### src/rtl/led_animator_if.sv
// Board-side bundle for led_animator: mode/step inputs from the switches,
// LED drive and frame pulse back out, plus the current position for observation.
interface led_animator_if #(
    parameter int N_LEDS = 8,
    parameter int STEP_W = 13
);
    localparam int POS_W = $clog2(2 * N_LEDS);

    // No handshake: mode and step_load are level inputs sampled every clock;
    // led_out and frame_done are registered levels/pulses valid after each edge.
    logic [1:0]        mode;
    logic [STEP_W-1:0] step_load;
    logic [N_LEDS-1:0] led_out;
    logic              frame_done;
    logic [POS_W-1:0]  dbg_pos;

    modport master (
        output mode,
        output step_load,
        input  led_out,
        input  frame_done,
        input  dbg_pos
    );

    modport slave (
        input  mode,
        input  step_load,
        output led_out,
        output frame_done,
        output dbg_pos
    );
endinterface

### src/rtl/led_animator.sv
// N-LED animator (dot, bar, bounce, breathing chase) driven by one step timer.
// Define LED_ANIM_BREATH_EN to build the PWM breathing mode; otherwise mode 3 acts as DOT.
module led_animator #(
    parameter int N_LEDS = 8,
    parameter int STEP_W = 13,
    parameter int PWM_W  = 4
) (
    input  logic           clk,
    input  logic           rst,
    led_animator_if.slave  bus
);
    localparam int POS_W = $clog2(2 * N_LEDS);
    localparam logic [POS_W-1:0] LAST_DOT = POS_W'(N_LEDS - 1);
    localparam logic [POS_W-1:0] LAST_BAR = POS_W'(2 * N_LEDS - 1);
    localparam logic [POS_W-1:0] POS_ONE  = POS_W'(1);

    typedef enum logic [1:0] {
        MODE_DOT    = 2'd0,
        MODE_BAR    = 2'd1,
        MODE_BOUNCE = 2'd2,
        MODE_BREATH = 2'd3
    } mode_e;

    logic [1:0]        r_mode;
    logic [STEP_W-1:0] r_tcnt;
    logic [POS_W-1:0]  r_pos;
    logic              r_dir;
    logic              r_fd_pend;
    logic [N_LEDS-1:0] r_led;
    logic              r_frame_done;

    mode_e             w_anim;
    logic              w_restart;
    logic [STEP_W-1:0] w_last;
    logic              w_step;
    logic              w_wrap;
    logic [POS_W-1:0]  w_pos_nxt;
    logic              w_dir_nxt;
    logic [N_LEDS-1:0] w_pattern;

`ifdef LED_ANIM_BREATH_EN
    localparam logic [PWM_W-1:0] LVL_MAX = {PWM_W{1'b1}};
    localparam logic [PWM_W-1:0] LVL_ONE = PWM_W'(1);
    logic [PWM_W-1:0] r_lvl;
    logic [PWM_W-1:0] r_pwm_cnt;
    logic [PWM_W-1:0] w_lvl_nxt;

    always_ff @(posedge clk or negedge rst) begin
        if (!rst) r_pwm_cnt <= '0;
        else      r_pwm_cnt <= r_pwm_cnt + LVL_ONE;
    end

    assign w_anim = mode_e'(r_mode);
`else
    assign w_anim = (r_mode == MODE_BREATH) ? MODE_DOT : mode_e'(r_mode);
`endif

    assign w_restart = (bus.mode != r_mode);
    // Live compare: lowering step_load below the running count fires a step at once.
    assign w_last    = (bus.step_load == '0) ? '0 : bus.step_load - STEP_W'(1);
    assign w_step    = (r_tcnt >= w_last);

    always_comb begin
        w_pos_nxt = r_pos;
        w_dir_nxt = r_dir;
        w_wrap    = 1'b0;
`ifdef LED_ANIM_BREATH_EN
        w_lvl_nxt = r_lvl;
`endif
        case (w_anim)
            MODE_BAR: begin
                if (r_pos == LAST_BAR) begin
                    w_pos_nxt = '0;
                    w_wrap    = 1'b1;
                end else begin
                    w_pos_nxt = r_pos + POS_ONE;
                end
            end
            MODE_BOUNCE: begin
                // Reverse on arrival so each end LED is shown for a single step.
                if (!r_dir) begin
                    w_pos_nxt = r_pos + POS_ONE;
                    if (r_pos == LAST_DOT - POS_ONE) w_dir_nxt = 1'b1;
                end else begin
                    w_pos_nxt = r_pos - POS_ONE;
                    if (r_pos == POS_ONE) begin
                        w_dir_nxt = 1'b0;
                        w_wrap    = 1'b1;
                    end
                end
            end
`ifdef LED_ANIM_BREATH_EN
            MODE_BREATH: begin
                if (!r_dir) begin
                    w_lvl_nxt = r_lvl + LVL_ONE;
                    if (r_lvl == LVL_MAX - LVL_ONE) w_dir_nxt = 1'b1;
                end else begin
                    w_lvl_nxt = r_lvl - LVL_ONE;
                    if (r_lvl == LVL_ONE) begin
                        w_dir_nxt = 1'b0;
                        if (r_pos == LAST_DOT) begin
                            w_pos_nxt = '0;
                            w_wrap    = 1'b1;
                        end else begin
                            w_pos_nxt = r_pos + POS_ONE;
                        end
                    end
                end
            end
`endif
            default: begin
                if (r_pos == LAST_DOT) begin
                    w_pos_nxt = '0;
                    w_wrap    = 1'b1;
                end else begin
                    w_pos_nxt = r_pos + POS_ONE;
                end
            end
        endcase
    end

    always_comb begin
        w_pattern = '0;
        for (int i = 0; i < N_LEDS; i++) begin
            case (w_anim)
                MODE_BAR: begin
                    if (int'(r_pos) < N_LEDS) w_pattern[i] = (i + int'(r_pos) >= N_LEDS - 1);
                    else                      w_pattern[i] = (i >= int'(r_pos) - N_LEDS + 1);
                end
`ifdef LED_ANIM_BREATH_EN
                MODE_BREATH: w_pattern[i] = (i == N_LEDS - 1 - int'(r_pos)) && (r_pwm_cnt < r_lvl);
`endif
                default:     w_pattern[i] = (i == N_LEDS - 1 - int'(r_pos));
            endcase
        end
    end

    // led_out and frame_done trail the step by one edge so they stay aligned.
    always_ff @(posedge clk or negedge rst) begin
        if (!rst) begin
            r_mode       <= MODE_DOT;
            r_tcnt       <= '0;
            r_pos        <= '0;
            r_dir        <= 1'b0;
            r_fd_pend    <= 1'b0;
            r_led        <= '0;
            r_frame_done <= 1'b0;
`ifdef LED_ANIM_BREATH_EN
            r_lvl        <= '0;
`endif
        end else if (w_restart) begin
            r_mode       <= bus.mode;
            r_tcnt       <= '0;
            r_pos        <= '0;
            r_dir        <= 1'b0;
            r_fd_pend    <= 1'b0;
            r_led        <= '0;
            r_frame_done <= 1'b0;
`ifdef LED_ANIM_BREATH_EN
            r_lvl        <= '0;
`endif
        end else begin
            r_led        <= w_pattern;
            r_frame_done <= r_fd_pend;
            r_fd_pend    <= w_step & w_wrap;
            if (w_step) begin
                r_tcnt <= '0;
                r_pos  <= w_pos_nxt;
                r_dir  <= w_dir_nxt;
`ifdef LED_ANIM_BREATH_EN
                r_lvl  <= w_lvl_nxt;
`endif
            end else begin
                r_tcnt <= r_tcnt + STEP_W'(1);
            end
        end
    end

    assign bus.led_out    = r_led;
    assign bus.frame_done = r_frame_done;
    assign bus.dbg_pos    = r_pos;

endmodule

### src/flat_wrapper.sv
// flat-port wrapper written by rule: the top's interface ports become plain ports
module led_animator_flat 
#(
    parameter int N_LEDS = 8,
    parameter int STEP_W = 13,
    parameter int PWM_W  = 4
)
  (clk, rst, bus_mode, bus_step_load, bus_led_out, bus_frame_done, bus_dbg_pos);
  led_animator_if #(.N_LEDS(N_LEDS), .STEP_W(STEP_W)) bus_i ();
  input  logic clk;
  input  logic rst;
  input wire logic [$bits(bus_i.mode)-1:0] bus_mode;
  input wire logic [$bits(bus_i.step_load)-1:0] bus_step_load;
  output wire logic [$bits(bus_i.led_out)-1:0] bus_led_out;
  output wire logic [$bits(bus_i.frame_done)-1:0] bus_frame_done;
  output wire logic [$bits(bus_i.dbg_pos)-1:0] bus_dbg_pos;
  assign bus_i.mode = bus_mode;
  assign bus_i.step_load = bus_step_load;
  assign bus_led_out = bus_i.led_out;
  assign bus_frame_done = bus_i.frame_done;
  assign bus_dbg_pos = bus_i.dbg_pos;
  led_animator #(.N_LEDS(N_LEDS), .STEP_W(STEP_W), .PWM_W(PWM_W)) u_core (.clk(clk), .rst(rst), .bus(bus_i));
endmodule
### config.mk
export PLATFORM = sky130hd
export DESIGN_NAME = led_animator_flat
export DESIGN_NICKNAME = d
export VERILOG_FILES = /design/src/rtl/led_animator_if.sv /design/src/rtl/led_animator.sv /design/src/flat_wrapper.sv
export SDC_FILE = /design/constraint.sdc
export NUM_CORES = 1
export LEC_CHECK = 0
export BUFFER_PORTS_ARGS = -buffer_cell sky130_fd_sc_hd__buf_2
export CAP_MARGIN = 20
export CELL_PAD_IN_SITES_DETAIL_PLACEMENT = 2
export CELL_PAD_IN_SITES_GLOBAL_PLACEMENT = 2
export CORE_MARGIN = 2
export CORE_UTILIZATION = 32
export CTS_CLUSTER_DIAMETER = 50
export DETAILED_ROUTE_END_ITERATION = 8
export PLACE_DENSITY_LB_ADDON = 0.1
export SLEW_MARGIN = 25
export SYNTH_ARGS = -nofsm -noshare
export SYNTH_HDL_FRONTEND = slang
export SYNTH_SLANG_ARGS = --single-unit
### constraint.sdc
create_clock -name clk -period 2.32 [get_ports clk]
set_input_delay 0.116 -clock clk [delete_from_list [all_inputs] [get_ports clk]]
set_output_delay 0.116 -clock clk [all_outputs]
set_load 0.02 [all_outputs]
# [After elaboration in Yosys (flattened, before gate mapping)]
# Index checks and enable logic that the tools add are counted.
[op_classes] n_mul=0 add_sub_neg=14 n_mux=40 bitwise=1 n_eq_ne=15 shift=0 n_div=0 n_lt_le_gt_ge=18 reduce_logical=5
[ops] cell="greater-or-equal comparator 32 x 4 -> 1 bit (second input constant)" count=7
[ops] cell="equality test 4 x 32 -> 1 bit (first input constant)" count=4
[ops] cell="greater-or-equal comparator 4 x 32 -> 1 bit (first input constant)" count=4
[ops] cell="equality test 3 x 32 -> 1 bit (first input constant)" count=2
[ops] cell="greater-or-equal comparator 3 x 32 -> 1 bit (first input constant)" count=2
[ops] cell="two-way mux 13 bit" count=3
[ops] cell="adder 32 x 2 -> 32 bit (second input constant)" count=1
[ops] cell="equality test 2 x 32 -> 1 bit (first input constant)" count=1
[ops] cell="greater-or-equal comparator 1 x 32 -> 1 bit (first input constant)" count=1
[ops] cell="greater-or-equal comparator 2 x 32 -> 1 bit (first input constant)" count=1
[ops] cell="zero test 32 bit" count=1
[ops] cell="two-way mux 1 bit" count=28
[ops] cell="adder 3 x 4 -> 5 bit (first input constant)" count=4
[ops] cell="two-way mux 4 bit" count=5
[ops] cell="adder 13 x 1 -> 13 bit (second input constant)" count=1
[ops] cell="greater-or-equal comparator 13 bit" count=1
[ops] cell="zero test 13 bit" count=1
[ops] cell="subtractor 13 x 1 -> 13 bit (second input constant)" count=1
[ops] cell="adder 2 x 4 -> 5 bit (first input constant)" count=2
[ops] cell="equality test 4 x 3 -> 1 bit (second input constant)" count=2
[ops] cell="two-way mux 8 bit" count=1
[ops] cell="one-hot mux 4 bit (2 select lines)" count=1
[ops] cell="adder 1 x 4 -> 5 bit (first input constant)" count=1
[ops] cell="subtractor 3 x 4 -> 5 bit (first input constant)" count=1
[ops] cell="other kinds (15)" count=17
[word_totals] input_bits=17 register_bits=30 latch_bits=0 output_inout_bits=13 romBits=0 ram_bits=0 mem_count=0

# [Depth between registers and ports, before layout]
# Gate-level depths: netlist of the first run.
[depth] depth_word=6 depth_mapped=13 depth_no_buf=12

# [Least setup slack after synthesis of the first run]
# Ideal clock, no wire load.
[synth_timing] path_kind="input to register" start="input bus_step_load[4]" end="register u_core.r_tcnt[10]" n_path_buf=2 path_stages=12 setup_slack_ps=-303 t_arrival_ps=2552 cell_sequence="nor4_4 > nand2_2 > or4_4 > buf_6 > nand2_1 > ha_1 > a21o_1 > a221o_1 > a21oi_2 > nand3_2 > buf_2 > nor2_1"
[synth_via] elab_chain_len=5 elab_cells_between_ends=6
[synth_rtl] element="start, declared" line_no="flat_wrapper.sv:13" rtl="input wire logic [$bits(bus_i.step_load)-1:0] bus_step_load;"
[synth_rtl] element="subtractor 13 x 1 -> 13 bit / zero test 13 bit (equally long branches)" line_no="led_animator.sv:60" rtl="assign w_last = (bus.step_load == '0) ? '0 : bus.step_load - STEP_W'(1);"
[synth_rtl] element="two-way mux 13 bit *" line_no="led_animator.sv:60"
[synth_rtl] element="greater-or-equal comparator 13 bit *" line_no="led_animator.sv:61" rtl="assign w_step = (r_tcnt >= w_last);"
[synth_rtl] element="two-way mux 13 bit *" line_no="led_animator.sv:166" rtl="if (w_step) begin"
[synth_rtl] element="two-way mux 13 bit *" line_no="led_animator.sv:151" rtl="end else if (w_restart) begin"
[synth_rtl] element="end signal, assigned" line_no="led_animator.sv:174" rtl="r_tcnt <= r_tcnt + STEP_W'(1);"
[synth_rtl] element="end, declared" line_no="led_animator.sv:25" rtl="logic [STEP_W-1:0] r_tcnt;"
# Every way passes the cells marked *; elsewhere a longest branch is shown, timed or not.
# A chain may end at the register's enable or synchronous reset.

# [Final worst setup path of the first run]
[layout_timing] start="input bus_step_load[5]" end="register u_core.r_pos[2], in the netlist u_core.bus.dbg_pos[2]"
[layout_via] elab_chain_len=4 elab_cells_between_ends=5
[layout_rtl] element="subtractor 13 x 1 -> 13 bit / zero test 13 bit (equally long branches)" line_no="led_animator.sv:60"
[layout_rtl] element="two-way mux 13 bit *" line_no="led_animator.sv:60"
[layout_rtl] element="greater-or-equal comparator 13 bit *" line_no="led_animator.sv:61"
[layout_rtl] element="nonzero test 2 bit (no line) *"
[layout_rtl] element="end signal, assigned" line_no="led_animator.sv:168" rtl="r_pos <= w_pos_nxt;"
[layout_rtl] element="end, declared" line_no="led_animator.sv:26" rtl="logic [POS_W-1:0] r_pos;"
# Marks and branches as above.

==> metrics.md, run 1 <==
| Metric | Value |
|---|---|
| Setup TNS | `-5.31 ns` |
| Sw power | `0.336 mW` |
| Iteration-0 DRC Markers | `39` |
| Routed WL | `8.88 mm` |
| Setup Skew | `0.00959 ns` |
| Post-synth top area share | `28.9%` |
| CP cell instances | `buf_8, nor4_4, buf_4, nand2_1, or4_4, xnor2_2, nand2_1, ha_1, and4_1, and4_4, o31ai_4, a222oi_1, nor3_1` |
| Worst-skew pair later-pin latency | `0.27 ns` |
| Ys async rst share | `100%` |
| Post-synth net total | `355` |
| Layout Utilization | `46.0%` |
| Fin crit share | `113%` |
| FP Rows | `32` |
| Top FF cell, synth | `dfrtp_1` |
| Failing checks | `setup timing` |
| Inserted Clock Buffers | `5` |
| Critical path fanouts, max | `5` |
| Total power per unit cell area | `331 nW/um^2` |
| Clk network pwr share | `33.7%` |
| MaxCap Viol Count | `0` |
| Layout area overhead | `38.5%` |
| Most instantiated cells after synthesis | `ha_1, nand2_1, dfrtp_1` |
| Post-DP HPWL | `6.52 mm` |
| Clock buffer depth | `2` |
| Flops & latches, synth | `30` |
| Synthesized area | `2590 um^2` |
| Synthesis Warnings | `0` |
| Max H-tree Level | `2` |
| F_max | `0.381 GHz` |
| Die Y | `94.0 um` |
| Final Hold Viols | `0` |
| DR vias/cell | `5.24` |
| Starting density of the core | `33.2%` |
| Final #Nets | `426` |
| CTS clk-pin slew, worst paths | `0.07 ns` |
| Critical Path Source Type | `input pin` |
| Total global-route track usage | `20.4%` |
| Final Cell Area | `3590 um^2` |
| Core area | `7810 um^2` |
| GR Overflow Total | `0` |
| Final Non-Filler Cells | `475` |
| Die Area | `8840 um^2` |
| Vias in the first global route | `2667` |
| Reg-to-reg startpoint | `u_core.bus.dbg_pos[1]$_DFFE_PN0P_` |
| RSZ-0062 raised after global routing | `true` |
| Layout cells sized above 1 | `34.3%` |
| Syn Area/Cell | `8.62 um^2` |
| Post-route setup slack | `-0.306 ns` |
| Int Pwr | `0.854 mW` |
| Drt pass-1 iters | `5` |
| CP most frequent cell | `nand2_1` |
| Max Transition Viols Final | `0` |
| LEAKAGE | `1.64 nW` |
| Final Setup Violations | `19` |
| Switch share | `28.2%` |
| Outcome | `finished with violations` |
| GP Congestion | `0.794` |
| Max IR drop VDD | `338 uV` |
| Post-synthesis cell type count | `58` |
| CP Launch Point | `bus_step_load[5]` |
| Worst EP required | `2.47 ns` |
| Slew @ Worst Pin | `0.743 ns` |
| Slowest cell on crit path | `or4_4` |
| Worst slack at placement | `-0.653 ns` |
| Slowest Stage Delay on Critical Path | `0.44 ns` |
| CP Class | `in2reg` |
| PortBufs | `29` |
| Most common cell in the synthesized netlist | `ha_1` |
| First-pass GRT wire length | `14.0 mm` |
| Buf+Inv Stages, Crit Path | `2` |
| Number of synthesized flops with an enable pin | `0` |
| Die Wd | `94.0 um` |
| Cell taking the most area after synthesis | `dfrtp_1` |
| Initial antenna violation count | `0` |
| Antenna viol nets, final | `0` |
| Placed Instance Area | `3160 um^2` |
| Crit. End Element | `flip-flop` |
| Comb power frac | `21.3%` |
| Max_slew headroom | `50.5%` |
| Register share of total power | `45.0%` |
| CTS tree | `done` |
| Clk root buf | `clkbuf_8` |
| Largest net degree at the start of global routing | `31` |
| Final min period | `2.63 ns` |
| Cells after synthesis | `301` |
| Critical path's top delay family | `simple AND/OR/NAND/NOR gates` |
| Worst min path class | `in2async` |
| CTS Sinks | `30` |
| # diodes | `0` |
| Sequential area share after synthesis | `28.9%` |
| IO Pins | `30` |
| Vias | `2489` |
| Mean routed wirelength per cell | `18.7 um` |
| Synth area leaders | `dfrtp_1, ha_1, xnor2_1` |
| Placed cells | `456` |
| Crit path arrival time | `2.78 ns` |
| DRC Markers | `0` |
-- kinds of logic (layout without fill, tap and decap cells) --
kind of cell | after synthesis | count (layout) | synth area share, %
buf+inv | 31 | 102 | 4.97
xor+xnor | 25 | 25 | 8.44
mux | 4 | 4 | 1.54
simple gates | 126 | 127 | 25.4
flops | 30 | 30 | 28.9
compound gates | 48 | 48 | 12.8
fa+ha+maj | 37 | 37 | 17.8
-- routing by layer --
layer	track usage [%]	wire, um	up-vias
li1	-	-	1197
met3	2.89	170	4
met4	2.05	41	0
met1	29.0	4380	1265
met2	34.0	4280	23
met5	0	0	-
-- stage by stage --
step | total power, mW | hold WS, ns
final | 1.19 | 0.445
after global routing | 1.26 | 0.490
after CTS | 1.18 | 0.472
after detailed placement | 0.752 | 0.225
after global placement | 0.743 | 0.210
after floorplan | 0.647 | -0.180
-- worst paths after layout --
| check | to | slack (ns) | cells after the start |
|---|---|---|---|
| min in group clk | u_core.r_mode[1]$_DFFE_PN0N_ | 0.50 | 2 |
| worst min-delay path | u_core.r_tcnt[5]$_DFF_PN0_ | 0.45 | 2 |
| max in group asynchronous | u_core.bus.dbg_pos[1]$_DFFE_PN0P_ | 1.36 | 2 |
| worst max-delay path | u_core.bus.dbg_pos[2]$_DFFE_PN0P_ | -0.31 | 13 |
| worst max register to register | u_core.bus.led_out[6]$_DFF_PN0_ | 0.14 | 10 |
| worst min register to register | u_core.bus.frame_done$_DFF_PN0_ | 0.53 | 1 |
-- power by group through the flow --
stage | Clock [mW] | Sequential (mW) | Combinational [mW]
floorplan | 0 | 0.549 | 0.0981
finish | 0.401 | 0.536 | 0.254
global route | 0.443 | 0.536 | 0.277
CTS | 0.423 | 0.536 | 0.223
detailed placement | 0 | 0.546 | 0.206
global placement | 0 | 0.545 | 0.197
-- layout by cell type, fill, tap and decap left out, types with 3 or more instances in the layout --
cell | Yosys | final
a21oi_1 | 13 | 12
a31oi_1 | 3 | 3
buf_2 | 3 | 27
buf_4 | 0 | 37
buf_6 | 1 | 5
clkbuf_1 | 7 | 3
clkbuf_8 | 0 | 5
dfrtp_1 | 30 | 27
dfrtp_2 | 0 | 3
dlygate4sd3_1 | 0 | 3
ha_1 | 37 | 32
ha_4 | 0 | 4
inv_1 | 18 | 17
mux2i_1 | 4 | 4
nand2_1 | 32 | 27
nand2_2 | 1 | 3
nand2_4 | 0 | 3
nand2b_1 | 4 | 4
nand3_1 | 13 | 13
nand3b_1 | 4 | 4
nor2_1 | 29 | 18
nor2_2 | 0 | 3
nor2_4 | 0 | 8
nor2b_1 | 6 | 6
nor3_1 | 9 | 7
o21ai_1 | 0 | 4
or3_1 | 4 | 4
or4_4 | 1 | 3
xnor2_1 | 15 | 13
xor2_1 | 10 | 10
-- sequential cells by signal (all words and copies together), names as in the netlist --
name / flops
u_core.r_dir: 1
u_core.bus.dbg_pos: 4
u_core.bus.frame_done: 1
u_core.r_mode: 2
u_core.r_fd_pend: 1
u_core.bus.led_out: 8
u_core.r_tcnt: 13
-- repair_timing --
item / in CTS / in global routing
gates resized for setup: 20 / 39
setup buffers: 2 / 4
hold endpoints to repair: 32 / 0
pin swaps: 5 / 23
hold buffers: 3 / 0
endpoints found under the setup margin: 22 / 27
gates cloned: 1 / 1
-- cell type report --
class / count / area (um^2)
fillers: 864 / 4210
inverters: 19 / 71.3
flip-flops and latches: 30 / 754
multi-input cells: 241 / 2000
repair buffers: 75 / 559
clock buffers: 8 / 80.1
well taps: 102 / 128
Power figures use the tool's default switching activity.
==> run 2, diff against run 1 <==
ABC_AREA = 1   (was unset)
CORE_UTILIZATION = 38   (was 32)
CTS_BUF_LIST = sky130_fd_sc_hd__clkbuf_4   (was unset)
clock period = 3.1 ns   (was 2.32 ns; I/O delays follow)
==> metrics.md, run 2 <==
| Metric | Value |
|---|---|
| Number of flip-flops in the largest register | `13 (unchanged)` |
| Final Cell Area | `3160 um^2 (-12%)` |
| Vias in the first global route | `2916 (+9.3%)` |
| Synth area leaders | `dfrtp_1, ha_1, nand2_1` |
| Met3 global-route usage | `1.94% (-0.95 points)` |
| Final Non-Filler Cells | `514 (+8.2%)` |
| Most Crowded Layer GR | `met2` |
| Number of synthesized flops with an enable pin | `0 (unchanged)` |
| Worst EP required | `3.33 ns (+0.86 ns)` |
| Synthesis Warnings | `0 (unchanged)` |
| Grt met2 use | `46.3% (+12 points)` |
| Setup Skew | `0.0176 ns (+0.00796 ns)` |
| Layout area overhead | `14.1%` |
| Critical Path Source Type | `input pin` |
| Fin crit share | `81.3%` |
| Mean routed wirelength per cell | `17.2 um (-7.7%)` |
| Most instantiated cells after synthesis | `nand2_1, inv_1, nor2_1` |
| Outcome | `completed` |
| Final #Nets | `468 (+9.9%)` |
| Final Hold Viols | `0 (unchanged)` |
| # diodes | `0 (unchanged)` |
| Crit path arrival time | `2.76 ns (-0.02 ns)` |
| Cells after synthesis | `377 (+25%)` |
| Post-synthesis cell type count | `36 (-38%)` |
| IO Pins | `30 (unchanged)` |
| Setup TNS | `0 ns (+5.31 ns)` |
| Most common cell in the synthesized netlist | `nand2_1` |
| Routed WL | `8.86 mm (-0.17%)` |
| Most frequent cells in the layout | `nand2_1, inv_1, nor2_1` |
| Final min period | `2.52 ns` |
| Placed Instance Area | `3030 um^2 (-4.2%)` |
| CTS tree | `done` |
| Layout Utilization | `44.1% (-1.9 points)` |
| Flops & latches, synth | `30 (unchanged)` |
| Synthesized area | `2770 um^2 (+6.9%)` |
| Syn Area/Cell | `7.35 um^2 (-15%)` |
| GP Congestion | `0.888 (+12%)` |
| CTS Sinks | `30 (unchanged)` |
| Die Area | `8000 um^2 (-9.6%)` |
| Post-DP HPWL | `7.36 mm (+13%)` |
| Final Setup Violations | `0 (-19)` |
| Inserted Clock Buffers | `5 (unchanged)` |
| Max Transition Viols Final | `0 (unchanged)` |
| GR Overflow Total | `0 (unchanged)` |
| Vias | `2657 (+6.7%)` |
| Reg-to-reg startpoint | `u_core.bus.dbg_pos[1]$_DFFE_PN0P_` |
| CP Launch Point | `bus_step_load[0]` |
| PortBufs | `29 (unchanged)` |
| Reg2reg path depth | `11 (+1)` |
| Worst slack at placement | `0.195 ns (+0.848 ns)` |
| Clk root buf | `clkbuf_4` |
| Final Hold Slack | `0.410 ns (-0.0355 ns)` |
| Grt met1 use | `27.0% (-2.1 points)` |
| Max_slew headroom | `49.8% (-0.63 points)` |
| Largest Register | `u_core.r_tcnt` |
| CP Class | `in2reg` |
| F_max | `0.397 GHz` |
| Worst-skew pair later-pin latency | `0.34 ns (+0.07 ns)` |
| Antenna viol nets, final | `0 (unchanged)` |
| Critical path fanouts, max | `14 (+9)` |
| Clock buffer depth | `2 (unchanged)` |
| RSZ-0062 raised after global routing | `false` |
| Worst min path class | `in2async` |
| LEAKAGE | `1.57 nW (-4.2%)` |
| CTS hold repair buffers | `3 (unchanged)` |
| Die Y | `89.4 um (-4.9%)` |
| Core area | `7180 um^2 (-8.1%)` |
| Post-synth net total | `431 (+21%)` |
| CTS clk-pin slew, worst paths | `0.10 ns (+0.03 ns)` |
| Initial antenna violation count | `0 (unchanged)` |
| Most common cell after layout, fill and taps aside | `nand2_1` |
| MaxCap Viol Count | `0 (unchanged)` |
| Die Wd | `89.4 um (-4.9%)` |
| Cell taking the most area after synthesis | `dfrtp_1` |
| Post-synth top area share | `27.1% (-1.9 points)` |
| Placed cells | `503 (+10%)` |
| Overall power | `0.948 mW (-20%)` |
| Crit. End Element | `flip-flop` |
| DRC Markers | `0 (unchanged)` |
| Starting density of the core | `38.6% (+5.4 points)` |
| Max IR drop VDD | `143 uV (-58%)` |
| Iteration-0 DRC Markers | `58 (+49%)` |
| FP Rows | `31 (-3.1%)` |
| Layout cells sized above 1 | `17.6% (-17 points)` |
| Sequential area share after synthesis | `27.1% (-1.9 points)` |
| Top FF cell, synth | `dfrtp_1` |
| Post-route setup slack | `0.579 ns (+0.885 ns)` |
| Slew @ Worst Pin | `0.752 ns (+0.00946 ns)` |
| FF-to-FF setup slack | `0.60 ns (+0.46 ns)` |
| Post-CTS Setup Inserts | `0 (-2)` |
| Ys async rst share | `100% (unchanged)` |
| Max H-tree Level | `2 (unchanged)` |
| Total global-route track usage | `23.6% (+3.2 points)` |
| Drt pass-1 iters | `4 (-1)` |
| Post-CTS Resized | `0 (-100%)` |
| DR vias/cell | `5.17 (-1.3%)` |
| Total power per unit cell area | `300 nW/um^2 (-9.5%)` |
| First-pass GRT wire length | `14.4 mm (+2.6%)` |
| Largest net degree at the start of global routing | `31 (unchanged)` |
==> run 2: kinds of logic after synthesis <==
kind of cell	synth area share, %
flip-flops	27.1
buffers and inverters	8.44
XOR/XNOR	5.37
adder cells (fa/ha/maj)	16.7
AO/OA/AOI/OAI	9.21
AND/OR/NAND/NOR	33.2
==> run 2: worst paths after layout <==
path                                                     end
setup / recovery           u_core.bus.dbg_pos[2]$_DFFE_PN0P_
hold / removal               u_core.bus.led_out[2]$_DFF_PN0_
setup reg to reg             u_core.bus.led_out[3]$_DFF_PN0_
hold reg to reg              u_core.bus.frame_done$_DFF_PN0_
max in group asynchronous    u_core.bus.frame_done$_DFF_PN0_
min in group clk                u_core.r_mode[0]$_DFFE_PN0N_
==> run 2: area by class of cell <==
type	instances	area, um^2
Clock buffer	5	37.5
Clock inverter	3	63.8
Fill cell	860	4010
Inverter	47	179
Multi-Input combinational cell	292	1790
Sequential cell	30	751
Tap cell	99	124
Timing Repair Buffer	38	220
==> run 2: power breakdown <==
part	switching, mW	leakage, nW	internal (mW)
clock	0.153	0.0528	0.249
sequential	0.00590	0.412	0.399
combinational	0.0940	1.10	0.0482
==> run 2: worst max-delay path: stages <==
cell and delay (ns):
buf_2 0.11, inv_1 0.10, ha_1 0.23, nand3_2 0.15, nor3_4 0.24, nand3_2 0.22
nand2_1 0.14, ha_1 0.26, nand2_1 0.07, inv_1 0.05, nand2_1 0.08, nand2_1 0.09
a21oi_4 0.18, nand4_2 0.34, o21ai_0 0.33
==> run 2: layer usage <==
| layer | wire, um | vias to the layer above |
|---|---|---|
| met3 | 173 | 11 |
| met1 | 3660 | 1311 |
| met5 | 0 | - |
| met4 | 156 | 0 |
| met2 | 4870 | 35 |
| li1 | - | 1300 |
==> run 3, diff against run 2 <==
CORE_UTILIZATION = 32   (was 38)
clock period = 2.28 ns   (was 3.1 ns; I/O delays follow)
==> metrics.md, run 3 (synthesis results as in run 2) <==
| Metric | Value |
|---|---|
| Outcome | `completed` |
| CTS tree | `done` |
| Reg area | `752 um^2 (+0.17%)` |
| Mean routed wirelength per cell | `16.7 um (-3.4%)` |
| First-pass GRT wire length | `14.8 mm (+3.0%)` |
| Vias in the first global route | `2880 (-1.2%)` |
| Iteration-0 DRC Markers | `82 (+41%)` |
| Post-DP HPWL | `7.30 mm (-0.78%)` |
| Slowest Stage Delay on Critical Path | `0.43 ns (+0.09 ns)` |
| PortBufs | `29 (unchanged)` |
| Routed WL | `8.96 mm (+1.1%)` |
| Crit. End Element | `flip-flop` |
| Slowest cell on crit path | `dfrtp_2` |
| Final Setup Violations | `0 (unchanged)` |
| GR Overflow Total | `0 (unchanged)` |
| Worst-skew pair later-pin latency | `0.35 ns (about the same)` |
| Fillers | `1003 (+17%)` |
| LEAKAGE | `1.65 nW (+5.0%)` |
| MaxCap Viol Count | `0 (unchanged)` |
| Largest Register | `u_core.r_tcnt` |
| Number of flip-flops in the largest register | `13 (unchanged)` |
| Setup Skew | `0.0135 ns (-0.00401 ns)` |
| Metal3 WL | `147 um (-15%)` |
| IO Pins | `30 (unchanged)` |
| Met1 Wirelength | `4.74 mm (+29%)` |
| Core area | `8300 um^2 (+16%)` |
| Final #Nets | `487 (+4.1%)` |
| Vias | `2670 (+0.49%)` |
| Critical path fanouts, max | `5 (-9)` |
| Crit path arrival time | `2.39 ns (-0.37 ns)` |
| Multi-input logic area | `1880 um^2 (+5.4%)` |
| Total power per unit cell area | `355 nW/um^2 (+18%)` |
| Largest net degree at the start of global routing | `31 (unchanged)` |
| Fin crit share | `93.9%` |
| Clk root buf | `clkbuf_4` |
| Critical path's top delay family | `adder cells` |
| F_max | `0.467 GHz` |
| Max Transition Viols Final | `0 (unchanged)` |
| Final Hold Viols | `0 (unchanged)` |
| Wire length on met2 | `4.01 mm (-18%)` |
| Most common cell after layout, fill and taps aside | `nand2_1` |
| Max IR drop VDD | `198 uV (+39%)` |
| # diodes | `0 (unchanged)` |
| FP Rows | `33 (+6.5%)` |
| CTS clk-pin slew, worst paths | `0.11 ns (about the same)` |
| Clock buffer depth | `2 (unchanged)` |
| Slew @ Worst Pin | `0.740 ns (-0.0127 ns)` |
| Die Area | `9430 um^2 (+18%)` |
| Drt pass-1 iters | `4 (unchanged)` |
| DR top layer | `met4` |
| Worst EP required | `2.53 ns (-0.80 ns)` |
| Max_slew headroom | `50.7% (+0.85 points)` |
| Layout cells sized above 1 | `24.0% (+6.4 points)` |
| Initial antenna violation count | `0 (unchanged)` |
| Starting density of the core | `33.4% (-5.2 points)` |
| Antenna viol nets, final | `0 (unchanged)` |
| RSZ-0062 raised after global routing | `true` |
| Most frequent cells in the layout | `nand2_1, inv_1, nor2_1` |
| Die Wd | `97.1 um (+8.6%)` |
| CTS Sinks | `30 (unchanged)` |
| Buf+Inv Stages, Crit Path | `1 (-2)` |
| GP Congestion | `0.760 (-14%)` |
| Critical Path Source Type | `flip-flop` |
| Overall power | `1.20 mW (+27%)` |
| Final Hold Slack | `0.353 ns (-0.0565 ns)` |
| CP cell instances | `ha_2, ha_1, nand2_2, ha_4, nand2_1, inv_1, nand3_2, nor2_4, nand2_2, nand2_1, o21ai_0, a21oi_1` |
| Die Y | `97.1 um (+8.6%)` |
| Worst min path class | `in2async` |
| Total global-route track usage | `19.5% (-4.1 points)` |
| Final min period | `2.14 ns` |
| Max H-tree Level | `2 (unchanged)` |
| Inserted Clock Buffers | `5 (unchanged)` |
| DRC Markers | `0 (unchanged)` |
| Layout area overhead | `21.9%` |
| DR vias/cell | `4.96 (-4.0%)` |
| CP Class | `reg2reg` |
## run 3: cell count changes in the layout (fill, tap and decap cells not counted), sizes merged
cell and delta:
buf +18, bufinv -1, nand3 +1
## run 3: where the power goes
group | total, mW | internal [mW] | switching (mW) | leakage, nW
Combinational | 0.218 | 0.0821 | 0.136 | 1.20
Sequential | 0.549 | 0.542 | 0.00716 | 0.410
Clock | 0.432 | 0.222 | 0.210 | 0.0387
## run 3: repair_timing
| action | CTS | global route |
|---|---|---|
| pin swaps | 0 | 9 |
| endpoints found under the setup margin | 1 | 21 |
| hold buffers | 3 | 0 |
| resized for setup | 1 | 19 |
| endpoints found under the hold margin | 32 | 0 |
| setup buffers | 0 | 2 |
| gates cloned | 0 | 1 |
## run 3: path summary, 6_finish.rpt
path | from | endpoint | slack, ns | depth (start not counted)
setup reg to reg | u_core.bus.dbg_pos[1]$_DFFE_PN0P_ | u_core.bus.led_out[3]$_DFF_PN0_ | 0.14 | 12
hold / removal | rst | u_core.bus.led_out[6]$_DFF_PN0_ | 0.35 | 2
max in group asynchronous | rst | u_core.bus.dbg_pos[1]$_DFFE_PN0P_ | 1.42 | 2
min in group clk | bus_mode[1] | u_core.r_mode[1]$_DFFE_PN0N_ | 0.42 | 2
hold reg to reg | u_core.r_fd_pend$_DFF_PN0_ | u_core.bus.frame_done$_DFF_PN0_ | 0.48 | 2
setup / recovery | u_core.bus.dbg_pos[1]$_DFFE_PN0P_ | u_core.bus.led_out[3]$_DFF_PN0_ | 0.14 | 12
## run 3: area by class of cell
cell class                      instances  share of cell area (%)
Clock inverter                          2                    1.00
Inverter                               47                    5.37
Tap cell                              105                    3.89
Clock buffer                            5                    1.11
Multi-Input combinational cell        293                    55.8
Timing Repair Buffer                   56                    10.6
Sequential cell                        30                    22.3
## run 3: routing by layer
| metal | vias up | track usage, % |
|---|---|---|
| li1 | 1340 | - |
| met2 | 22 | 30.3 |
| met4 | 0 | 3.58 |
| met1 | 1302 | 29.1 |
| met5 | - | 0 |
| met3 | 6 | 2.66 |
## run 3: worst register-to-register path, stage by stage, from the launching register on
cell and delay, ns:
dfrtp_2 0.43, ha_2 0.20, ha_1 0.16, nand2_2 0.08, ha_4 0.28, nand2_1 0.05
inv_1 0.06, nand3_2 0.10, nor2_4 0.18, nand2_2 0.10, nand2_1 0.06, o21ai_0 0.11
a21oi_1 0.23
## run 3: metrics by stage
stage	utilization, %	TNS (ns)	setup WS, ns	cell area [um^2]	cells
3_3_place_gp	38.1	-0.787	-0.0579	3160	525
6_report	40.7	0	0.140	3380	538
5_1_grt	40.7	-0.0592	-0.0197	3380	538
3_5_place_dp	38.1	-2.97	-0.198	3160	525
4_1_cts	39.3	0	0.0111	3260	535
2_1_floorplan	-	0	0.155	2770	377
